### src/rtl/seg7_scan_capture.sv
// Passive monitor for a multiplexed active-low 7-segment bus; rebuilds per-digit codes.
// Optional SEG7_SCAN_SYNC_EN adds a two-flop synchronizer ahead of the input register.
module seg7_scan_capture #(
  parameter int unsigned NUM_DIGITS    = 8,
  parameter int unsigned STABLE_CYCLES = 4,
  parameter int unsigned CNT_W         = 8
) (
  input  logic                      clk,
  input  logic                      rst_n,
  input  logic [NUM_DIGITS-1:0]     anode,
  input  logic [7:0]                cathode,
  input  logic                      err_clr,
  output logic [4*NUM_DIGITS-1:0]   digits,
  output logic [NUM_DIGITS-1:0]     dp,
  output logic [NUM_DIGITS-1:0]     seen,
  output logic                      frame_done,
  output logic                      err
);

  localparam int unsigned SW = NUM_DIGITS + 8;
  localparam logic [CNT_W-1:0] CNT_MAX = CNT_W'(STABLE_CYCLES);
  localparam logic [CNT_W-1:0] CNT_CAP = CNT_W'(STABLE_CYCLES - 1);

  typedef enum logic {ST_WAIT, ST_CAPTURED} state_e;

  state_e                    state_q, state_d;
  logic [SW-1:0]             bus_in;
  logic [SW-1:0]             samp_q;
  logic [CNT_W-1:0]          cnt_q, cnt_d;
  logic [4*NUM_DIGITS-1:0]   digits_q, digits_d;
  logic [NUM_DIGITS-1:0]     dp_q, dp_d;
  logic [NUM_DIGITS-1:0]     seen_q, seen_d;
  logic                      frame_done_q, frame_done_d;
  logic                      err_q, err_d;

  logic [NUM_DIGITS-1:0]     s_an;
  logic [7:0]                s_cat;
  logic [NUM_DIGITS-1:0]     an_low;
  logic                      chg;
  logic                      one_low;
  logic                      multi_low;
  logic                      dwell_done;
  logic [4:0]                dec;

`ifdef SEG7_SCAN_SYNC_EN
  logic [SW-1:0] sync1_q, sync2_q;

  // Two-flop synchronizer; idles at all-ones like the bus itself.
  always_ff @(posedge clk or negedge rst_n) begin
    if (!rst_n) begin
      sync1_q <= '1;
      sync2_q <= '1;
    end else begin
      sync1_q <= {anode, cathode};
      sync2_q <= sync1_q;
    end
  end

  assign bus_in = sync2_q;
`else
  assign bus_in = {anode, cathode};
`endif

  // {valid, code}; valid=0 marks an unrecognised segment pattern.
  function automatic logic [4:0] decode(input logic [6:0] seg);
    logic [4:0] r;
    case (seg)
      7'b0000001: r = 5'h10;
      7'b1001111: r = 5'h11;
      7'b0010010: r = 5'h12;
      7'b0000110: r = 5'h13;
      7'b1001100: r = 5'h14;
      7'b0100100: r = 5'h15;
      7'b0100000: r = 5'h16;
      7'b0001111: r = 5'h17;
      7'b0000000: r = 5'h18;
      7'b0000100: r = 5'h19;
      7'b1111111: r = 5'h1A;
      default:    r = 5'h0F;
    endcase
    return r;
  endfunction

  assign s_an       = samp_q[SW-1:8];
  assign s_cat      = samp_q[7:0];
  assign an_low     = ~s_an;
  assign chg        = (bus_in != samp_q);
  assign one_low    = (an_low != '0) && ((an_low & (an_low - NUM_DIGITS'(1))) == '0);
  assign multi_low  = (an_low != '0) && !one_low;
  assign dwell_done = !chg && (cnt_q == CNT_CAP);
  assign dec        = decode(s_cat[7:1]);

  always_ff @(posedge clk or negedge rst_n) begin
    if (!rst_n) begin
      state_q      <= ST_WAIT;
      samp_q       <= '1;
      cnt_q        <= '0;
      digits_q     <= '0;
      dp_q         <= '0;
      seen_q       <= '0;
      frame_done_q <= 1'b0;
      err_q        <= 1'b0;
    end else begin
      state_q      <= state_d;
      samp_q       <= bus_in;
      cnt_q        <= cnt_d;
      digits_q     <= digits_d;
      dp_q         <= dp_d;
      seen_q       <= seen_d;
      frame_done_q <= frame_done_d;
      err_q        <= err_d;
    end
  end

  always_comb begin
    logic cap;
    logic err_set;
    state_d      = state_q;
    cnt_d        = cnt_q;
    digits_d     = digits_q;
    dp_d         = dp_q;
    seen_d       = seen_q;
    frame_done_d = 1'b0;
    err_d        = err_q;
    cap          = 1'b0;
    err_set      = 1'b0;

    if (chg)                  cnt_d = '0;
    else if (cnt_q != CNT_MAX) cnt_d = cnt_q + CNT_W'(1);

    case (state_q)
      ST_WAIT: begin
        if (dwell_done && one_low) begin
          state_d = ST_CAPTURED;
          cap     = 1'b1;
        end
      end
      ST_CAPTURED: begin
        if (chg) state_d = ST_WAIT;
      end
      default: state_d = ST_WAIT;
    endcase

    // Counter saturation makes the multi-anode error fire once per dwell.
    if (dwell_done && multi_low) err_set = 1'b1;

    // A full seen vector pulses frame_done and clears; a same-edge capture survives.
    if (&seen_q) begin
      frame_done_d = 1'b1;
      seen_d       = '0;
    end

    if (cap) begin
      for (int unsigned i = 0; i < NUM_DIGITS; i++) begin
        if (an_low[i]) begin
          digits_d[4*i +: 4] = dec[3:0];
          dp_d[i]            = ~s_cat[0];
          seen_d[i]          = 1'b1;
        end
      end
      if (!dec[4]) err_set = 1'b1;
    end

    if (err_set)      err_d = 1'b1;
    else if (err_clr) err_d = 1'b0;
  end

  assign digits     = digits_q;
  assign dp         = dp_q;
  assign seen       = seen_q;
  assign frame_done = frame_done_q;
  assign err        = err_q;

endmodule

### config.mk
export PLATFORM = sky130hd
export DESIGN_NAME = seg7_scan_capture
export DESIGN_NICKNAME = d
export VERILOG_FILES = /design/src/rtl/seg7_scan_capture.sv
export SDC_FILE = /design/constraint.sdc
export NUM_CORES = 1
export LEC_CHECK = 0
export ABC_CLOCK_PERIOD_IN_PS = 3000
export BUFFER_PORTS_ARGS = -buffer_cell sky130_fd_sc_hd__buf_2
export CORE_UTILIZATION = 45
export CTS_CLUSTER_DIAMETER = 30
export DETAILED_ROUTE_END_ITERATION = 12
export PLACE_DENSITY = 0.64
export REMOVE_ABC_BUFFERS = 1
export SLEW_MARGIN = 10
export SYNTH_ARGS = -nofsm -noshare
export SYNTH_HDL_FRONTEND = slang
export SYNTH_SLANG_ARGS = --single-unit
### constraint.sdc
create_clock -name clk -period 3 [get_ports clk]
set_clock_uncertainty 0.2 [all_clocks]
set_input_delay 0 -clock clk [delete_from_list [all_inputs] [get_ports clk]]
set_output_delay 0 -clock clk [all_outputs]
set_load 0.005 [all_outputs]
==> results of run 1 <==
-- worst max-delay path by stage --
stage / startpoint / to
floorplan: samp_q[4]$_DFF_PN1_ / digits[26]$_DFFE_PN0P_
global placement: samp_q[6]$_DFF_PN1_ / digits[30]$_DFFE_PN0P_
detailed placement: samp_q[9]$_DFF_PN1_ / digits[31]$_DFFE_PN0P_
CTS: samp_q[9]$_DFF_PN1_ / digits[30]$_DFFE_PN0P_
global route: samp_q[9]$_DFF_PN1_ / digits[31]$_DFFE_PN0P_
finish: samp_q[9]$_DFF_PN1_ / digits[30]$_DFFE_PN0P_
-- state kept, by name (all words and copies together) (netlist names) --
register    count
cnt_q           8
digits         32
dp              8
err             1
frame_done      1
samp_q         16
seen            8
state_q         1
-- repair_timing --
action / 4_1_cts / 5_1_grt
hold buffers: 18 / 0
gates resized for setup: 0 / 0
hold endpoints to repair: 81 / 0
setup endpoints to repair: 0 / 0
buffers inserted: 0 / 0
-- cell usage in the layout (no fill, tap or decap), types with 3 or more instances in the layout --
cell,count
nor4b_4,7
a21o_2,7
or2_2,4
nor4_1,7
nor2_1,19
nand4_1,4
and3_1,4
mux2i_1,25
mux2_2,16
buf_4,13
dfstp_2,16
a41oi_1,3
clkbuf_8,9
inv_1,30
dlygate4sd3_1,18
buf_2,68
nand3_1,9
nand2_1,5
dfrtp_1,59
xor2_1,20
a21oi_1,4
-- cell families (layout without fill, tap and decap cells) --
family          count (synthesis)  after routing  synth area share
xor+xnor                       22             22           0.05459
fa+ha+maj                       3              3          0.009925
flops                          75             75            0.5374
simple gates                   74             74            0.1574
buf+inv                        46            146           0.05246
compound gates                 29             29           0.06629
mux                            41             41            0.1219
-- power breakdown --
part / total [W] / switching [W] / internal [W]
Clock: 0.000862 / 0.000386 / 0.000475
Combinational: 0.000109 / 0.0000564 / 0.0000527
Sequential: 0.00106 / 0.0000257 / 0.00103
Total: 0.00203 / 0.000468 / 0.00156
-- routing by layer --
metal / vias to the layer above / routed length (um)
li1: 1191 / -
met1: 1214 / 3725
met2: 79 / 3645
met3: 2 / 359
met4: 0 / 37
met5: - / 0
-- critical path: stages (launching register included) --
cell,delay [ns]
dfstp_2,0.60
and4_1,0.27
nand4_1,0.11
a32o_1,0.52
nor4b_4,0.53
mux2_2,0.39
-- area by class of cell --
class	count	area, um^2
clock buffers	9	123.9
clock inverters	7	101.3
fillers	632	2964
inverters	30	112.6
multi-input cells	169	1448
flip-flops and latches	75	1897
well taps	99	123.9
repair buffers	100	638.1
-- synthesized netlist by cell type (all sizes together), types with 2 or more instances --
cell     number
dfrtp        59
inv          30
mux2i        25
nor2         20
xor2         20
dfstp        16
mux2         16
clkbuf       10
nand3         9
a21o          8
nor4          8
nor4b         8
buf           6
and3          5
nand2         5
a21oi         4
nand4         4
or2           4
a41oi         3
a2111oi       2
and4          2
ha            2
nand4b        2
nor3          2
o21ai         2
o21bai        2
or4           2
xnor2         2
-- metrics by stage --
step | worst slack [ns] | setup TNS, ns | power, W
CTS | 0.2614 | 0 | 0.002049
finish | 0.2589 | 0 | 0.002028
global route | 0.1413 | 0 | 0.002102
detailed placement | 0.2803 | 0 | 0.001167
floorplan | -0.1562 | -2.489 | 0.001108
global placement | 0.3248 | 0 | 0.001168
==> results.cfg, run 1 <==
[final_layout]
syn2layout_area_growth_pct = 25.91
utilization = 0.5999
fin_nets = 406
fin_area_um2 = 4444
fin_cells = 489
drive_gt1_frac = 0.3974
antennaDiodeCount = 0

[floorplanning]
dieArea_um2 = 8202
start_util = 0.4764
fp-row-count = 31
coreArea_um2 = 7408
die_w_um = 90.57
ios = 69
die_h_um = 90.57

[drt]
routed_wl_um = 7768
first_iter_violations = 115
routedWlPerCell_um = 15.89
drt_pre_antenna_iters = 4
detail-route-antenna-nets = 0
vias = 2486
via_per_inst = 5.084
drc = 0

[clock_network]
clock-sinks = 75
cts_tree = yes
cts.clk_slew.worst_paths_ns = 0.09
htree_levels = 3
clock_path_buffers = 2
clockRootBuffer = clkbuf_8
numCtsBuffers = 9
clock_latency_ns = 0.33

[sta]
fmax_mhz = 364.8
period_minus_slack_ns = 2.741
report.final.setup_viol = 0
worst_hold_slack_ns = 0.02426
slew_violations = 0
fin_crit_sh = 0.9137
tightest_slew_ns = 0.8933
rsz0062_at_grt = false
maxSlewHeadroom = 0.4045
hold_viol = 0

[yosys]
netlist_top_cells_area = dfrtp_1, dfstp_2, mux2i_1
ys.flop_type = dfrtp_1
yosysTopAreaCellShare = 0.4183
yosys.area.top_type = dfrtp_1
synth_area_per_cell_um2 = 12.17
synthArstFlopShare = 1.000
synth_cell_types = 49
syn_area_um2 = 3530
synth-edff-count = 0
synthCells = 290
yosys_warnings = 0
yosysSeqAreaShare = 0.5374
yosys_register_bits = 75

[placement]
dp_hpwl_um = 5484
gp_congestion = 0.8206
port_buffers = 68
dpl_cell_area_um2 = 4039
place_inst = 455

[worst_setup_path]
cp-start-kind = flip-flop
rr_worst_depth = 5
crit_fanout = 10
r2r_start = samp_q[9]$_DFF_PN1_
crit_type = reg2reg
cp-end-kind = flip-flop
arrival_ns = 2.76
r2r_end = digits[30]$_DFFE_PN0P_
reg2reg_slack_ns = 0.26
required_ns = 3.02

[global_route]
antenna_found_initial = 0
grt_pass1_wl_um = 12690
grt_max_degree = 49
grt_use_total = 0.1996
grtUsageMet1 = 0.2811
grt_use_met3 = 0.05051
globalRouteMet2Util = 0.3068
grt_busiest_layer = met2
grt_pass1_vias = 2396
grt-ovfl-total = 0

[hold_path]
holdCritPathClass = in2async

[power]
peakVddDrop_mv = 0.2844
cellLeakagePower_nw = 2.203
powerDensity_nw_per_um2 = 456.3

[run_status]
status = complete, no violations

[job]
drv_cap = 0
Power figures use the tool's default switching activity.
==> inputs of run 2 (changes only) <==
--- a/config.mk
+++ b/config.mk
@@ -11,7 +11,6 @@
 export CTS_CLUSTER_DIAMETER = 30
 export DETAILED_ROUTE_END_ITERATION = 12
 export PLACE_DENSITY = 0.64
-export REMOVE_ABC_BUFFERS = 1
 export SLEW_MARGIN = 10
 export SYNTH_ARGS = -nofsm -noshare
 export SYNTH_HDL_FRONTEND = slang
==> results.cfg, run 2 (synthesized netlist as in run 1, its figures left out) <==
[worst_setup_path]
arrival_ns = 2.72
cp-start-kind = flip-flop
r2r_start = samp_q[11]$_DFF_PN1_
reg2reg_slack_ns = 0.32
required_ns = 3.04
rr_worst_depth = 5
crit_type = reg2reg
cp-end-kind = flip-flop
crit_fanout = 10
r2r_end = digits[3]$_DFFE_PN0P_

[global_route]
grt_use_total = 0.2018
grt_pass1_wl_um = 12870
grt-ovfl-total = 0
grt_pass1_vias = 2562
antenna_found_initial = 0
grt_max_degree = 40

[final_layout]
fin_nets = 406
syn2layout_area_growth_pct = 24.88
mostFrequentLayoutCells = buf_2, dfrtp_1, inv_1, mux2i_1, xor2_1
fin_cells = 489
mostFrequentLayoutCell = buf_2
antennaDiodeCount = 0
fin_area_um2 = 4408
drive_gt1_frac = 0.3949
largest_reg_flops = 32

[power]
peakVddDrop_mv = 0.2704
cellLeakagePower_nw = 2.186
powerDensity_nw_per_um2 = 445.3
finalPower_w = 0.001963

[floorplanning]
start_util = 0.4764
coreArea_um2 = 7408
die_h_um = 90.57
fp-row-count = 31
die_w_um = 90.57
ios = 69
dieArea_um2 = 8202

[sta]
rsz0062_at_grt = false
tightest_slew_ns = 0.8836
fin_crit_sh = 0.8938
slew_violations = 0
period_minus_slack_ns = 2.682
final.setup.tns_ns = 0
maxSlewHeadroom = 0.4109
report.final.setup_viol = 0
fmax_mhz = 372.9
worst_hold_slack_ns = 0.02594
hold_viol = 0

[drt]
first_iter_violations = 79
routedWlPerCell_um = 15.83
drc = 0
vias = 2486
detail-route-antenna-nets = 0
drt_pre_antenna_iters = 4
routed_wl_um = 7743
via_per_inst = 5.084

[clock_network]
clock_latency_ns = 0.35
cts.clk_slew.worst_paths_ns = 0.08
numCtsBuffers = 9
clock_path_buffers = 2
cts_tree = yes
clock-sinks = 75
cts_setup_buffers = 0
cts_hold_buf = 18
post_cts_resized = 0
htree_levels = 3
clockRootBuffer = clkbuf_8

[job]
drv_cap = 0

[placement]
dpl_cell_area_um2 = 4026
port_buffers = 68
gp_congestion = 0.7810
dp_hpwl_um = 5311
place_inst = 455

[run_status]
status = complete, no violations

[hold_path]
holdCritPathClass = in2async

[yosys]
synthesis.nets = 311
run 2: changes by cell type in the layout (fill, tap and decap cells not counted):
cell,change
clkinv_4,-2
inv_6,+2
buf_12,-1
buf_4,+1
bufinv_16,-1
clkbuf_1,+1
clkbuf_8,+1
inv_8,-1
run 2: final cells by class:
class	instances	area, um^2
clock buffer	11	141.4
clock inverter	5	60.06
fill	623	3000
inverter	30	112.6
multi-input combinational	169	1448
sequential	75	1897
tap	99	123.9
timing repair buffer	100	625.6
run 2: routing by layer:
| layer | share of wire | global-route usage | up-vias | wire (um) |
|---|---|---|---|---|
| met5 | 0 | 0 | - | 0 |
| met4 | 0.016 | 0.07258 | 0 | 127 |
| met3 | 0.056 | 0.05976 | 12 | 430 |
| met2 | 0.44 | 0.3011 | 69 | 3390 |
| met1 | 0.49 | 0.2781 | 1204 | 3795 |
| li1 | - | - | 1201 | - |
run 2: where the power goes:
group          internal, W  switching [W]  leakage [nW]
clock network     0.000412       0.000385         0.100
registers          0.00103      0.0000249         0.867
logic            0.0000518      0.0000579          1.22
run 2: worst max-delay path, stage by stage, from the launching register on:
cell and delay [ns]:
dfstp_2 0.58, and4_1 0.27, nand4_1 0.11, a32o_1 0.52, nor4b_4 0.50, mux2_2 0.38
run 2: through the flow:
stage            util  worst slack, ns
2_1_floorplan       -           0.3853
3_3_place_gp   0.5435           0.4014
4_1_cts        0.5950           0.3173
5_1_grt        0.5950           0.2198
6_report       0.5950           0.3185
3_5_place_dp   0.5435           0.3149
run 2: worst max path at each step:
| stage | to | start | cells past startpoint |
|---|---|---|---|
| after floorplan | digits[10]$_DFFE_PN0P_ | samp_q[7]$_DFF_PN1_ | 7 |
| after global placement | digits[3]$_DFFE_PN0P_ | samp_q[11]$_DFF_PN1_ | 5 |
| after detailed placement | digits[7]$_DFFE_PN0P_ | samp_q[11]$_DFF_PN1_ | 5 |
| after CTS | digits[7]$_DFFE_PN0P_ | samp_q[10]$_DFF_PN1_ | 5 |
| after global routing | dp[0]$_DFFE_PN0P_ | samp_q[10]$_DFF_PN1_ | 6 |
| final | digits[3]$_DFFE_PN0P_ | samp_q[11]$_DFF_PN1_ | 5 |
==> inputs of run 3 (changes only) <==
--- a/config.mk
+++ b/config.mk
@@ -7,9 +7,11 @@
 export LEC_CHECK = 0
 export ABC_CLOCK_PERIOD_IN_PS = 3000
 export BUFFER_PORTS_ARGS = -buffer_cell sky130_fd_sc_hd__buf_2
+export CORE_MARGIN = 1.5
 export CORE_UTILIZATION = 45
 export CTS_CLUSTER_DIAMETER = 30
 export DETAILED_ROUTE_END_ITERATION = 12
+export GPL_TIMING_DRIVEN = 1
 export PLACE_DENSITY = 0.64
 export SLEW_MARGIN = 10
 export SYNTH_ARGS = -nofsm -noshare
==> results.cfg, run 3 (synthesized netlist as in run 1, its figures left out) <==
[drt]
vias = 2430
drt_pre_antenna_iters = 6
first_iter_violations = 91
drc = 0
detail-route-antenna-nets = 0
via_per_inst = 4.969
routedWlPerCell_um = 15.53
routed_wl_um = 7593

[sta]
slew_violations = 0
maxSlewHeadroom = 0.3928
final.setup.tns_ns = 0
fin_crit_sh = 0.9056
report.final.setup_viol = 0
fin_ws_ns = 0.2831
period_minus_slack_ns = 2.717
hold_viol = 0
rsz0062_at_grt = false
tightest_slew_ns = 0.9108
fmax_mhz = 368.1

[worst_setup_path]
crit_type = reg2reg
cp-start-kind = flip-flop
reg2reg_slack_ns = 0.28
arrival_ns = 2.74
crit_fanout = 10
cp-end-kind = flip-flop
required_ns = 3.02

[final_layout]
syn2layout_area_growth_pct = 24.57
drive_gt1_frac = 0.3928
antennaDiodeCount = 0
mostFrequentLayoutCells = buf_2, dfrtp_1, inv_1, mux2i_1, xor2_1
fin_nets = 404
fillCellCount = 649
mostFrequentLayoutCell = buf_2
largest_reg_flops = 32

[floorplanning]
dieArea_um2 = 8384
die_w_um = 91.57
die_h_um = 91.57
coreArea_um2 = 7647
start_util = 0.4616
fp-row-count = 32
ios = 69

[power]
p_switching_w = 0.0004567
switching_share = 0.2374
pwr-share-comb = 0.058
pwr-share-seq = 0.550
powerDensity_nw_per_um2 = 437.4
p_int_w = 0.001467
cellLeakagePower_nw = 2.176
peakVddDrop_mv = 0.3644
clkPwrFrac = 0.393

[clock_network]
clock_latency_ns = 0.33
numCtsBuffers = 9
cts_tree = yes
cts.clk_slew.worst_paths_ns = 0.08
clock-sinks = 75
cts_setup_buffers = 0
htree_levels = 3
clockRootBuffer = clkbuf_8
clock_path_buffers = 2

[global_route]
grt_pass1_vias = 2467
grt_max_degree = 43
grt-ovfl-total = 0
antenna_found_initial = 0
grt_pass1_wl_um = 12750
grt_use_total = 0.1979

[placement]
dp_hpwl_um = 5216
gp_congestion = 0.8090
port_buffers = 68
post-place-ws_ns = 0.2879

[job]
drv_cap = 0

[run_status]
status = complete, no violations

[hold_path]
holdCritPathClass = in2async

[yosys]
synthesis.nets = 311
## run 3: cell types whose count changed in the layout (fill, tap and decap cells not counted)
cell      delta
buf_12       +1
buf_4        -3
clkbuf_8     -1
clkinv_2     +1
clkbuf_1     -1
## run 3: worst max-delay path, cell delays in order, from the launching register on
cell	delay (ns)
dfstp_2	0.59
and4_1	0.26
nand4_1	0.10
a32o_1	0.53
nor4b_4	0.54
mux2_2	0.39
## run 3: metrics by stage
| step | utilization | cell area [um^2] | cells | total power (W) | hold WS, ns |
|---|---|---|---|---|---|
| detailed placement | 0.5267 | 4028 | 456 | 0.001169 | -0.07663 |
| global route | 0.5749 | 4397 | 489 | 0.002007 | 0.1106 |
| floorplan | - | 3530 | 290 | 0.001112 | -0.4956 |
| finish | 0.5749 | 4397 | 489 | 0.001923 | 0.08938 |
| global placement | 0.5267 | 4028 | 456 | 0.001169 | -0.07677 |
| CTS | 0.5749 | 4397 | 489 | 0.001950 | 0.1021 |
## run 3: routing by layer
metal / vias to the layer above / global-route usage / part of all wire
met3: 4 / 0.04690 / 0.041
met4: 0 / 0.05078 / 0.0067
met2: 66 / 0.2942 / 0.44
met1: 1173 / 0.2901 / 0.51
li1: 1187 / - / -
met5: - / 0 / 0
## run 3: layout make-up
cell class | count | area (um^2) | area share
inverters | 30 | 112.6 | 0.02561
well taps | 102 | 127.6 | 0.02903
clock inverters | 6 | 65.06 | 0.01480
multi-input cells | 169 | 1448 | 0.3293
repair buffers | 98 | 623.1 | 0.1417
clock buffers | 9 | 123.9 | 0.02817
flip-flops and latches | 75 | 1897 | 0.4314
## run 3: repair_timing
action / 4_1_cts / 5_1_grt
setup endpoints to repair: 0 / 0
hold endpoints to repair: 50 / 0
resized for setup: 0 / 0
hold buffers: 18 / 0
## run 3: path summary, 6_finish.rpt
path | to | cells after the start | startpoint
max in group asynchronous | samp_q[14]$_DFF_PN1_ | 3 | rst_n
min in group clk | samp_q[3]$_DFF_PN1_ | 2 | cathode[3]
worst max-delay path | digits[10]$_DFFE_PN0P_ | 5 | samp_q[10]$_DFF_PN1_
worst max register to register | digits[10]$_DFFE_PN0P_ | 5 | samp_q[10]$_DFF_PN1_
worst min-delay path | digits[1]$_DFFE_PN0P_ | 2 | rst_n
worst min register to register | digits[30]$_DFFE_PN0P_ | 1 | digits[30]$_DFFE_PN0P_
## run 3: power by group through the flow
stage / registers [W] / clock network [W] / logic (W)
6_report: 0.00106 / 0.000755 / 0.000111
5_1_grt: 0.00106 / 0.000822 / 0.000125
4_1_cts: 0.00106 / 0.000780 / 0.000114
3_5_place_dp: 0.00107 / 0 / 0.0000945
3_3_place_gp: 0.00107 / 0 / 0.0000951
2_1_floorplan: 0.00106 / 0 / 0.0000544
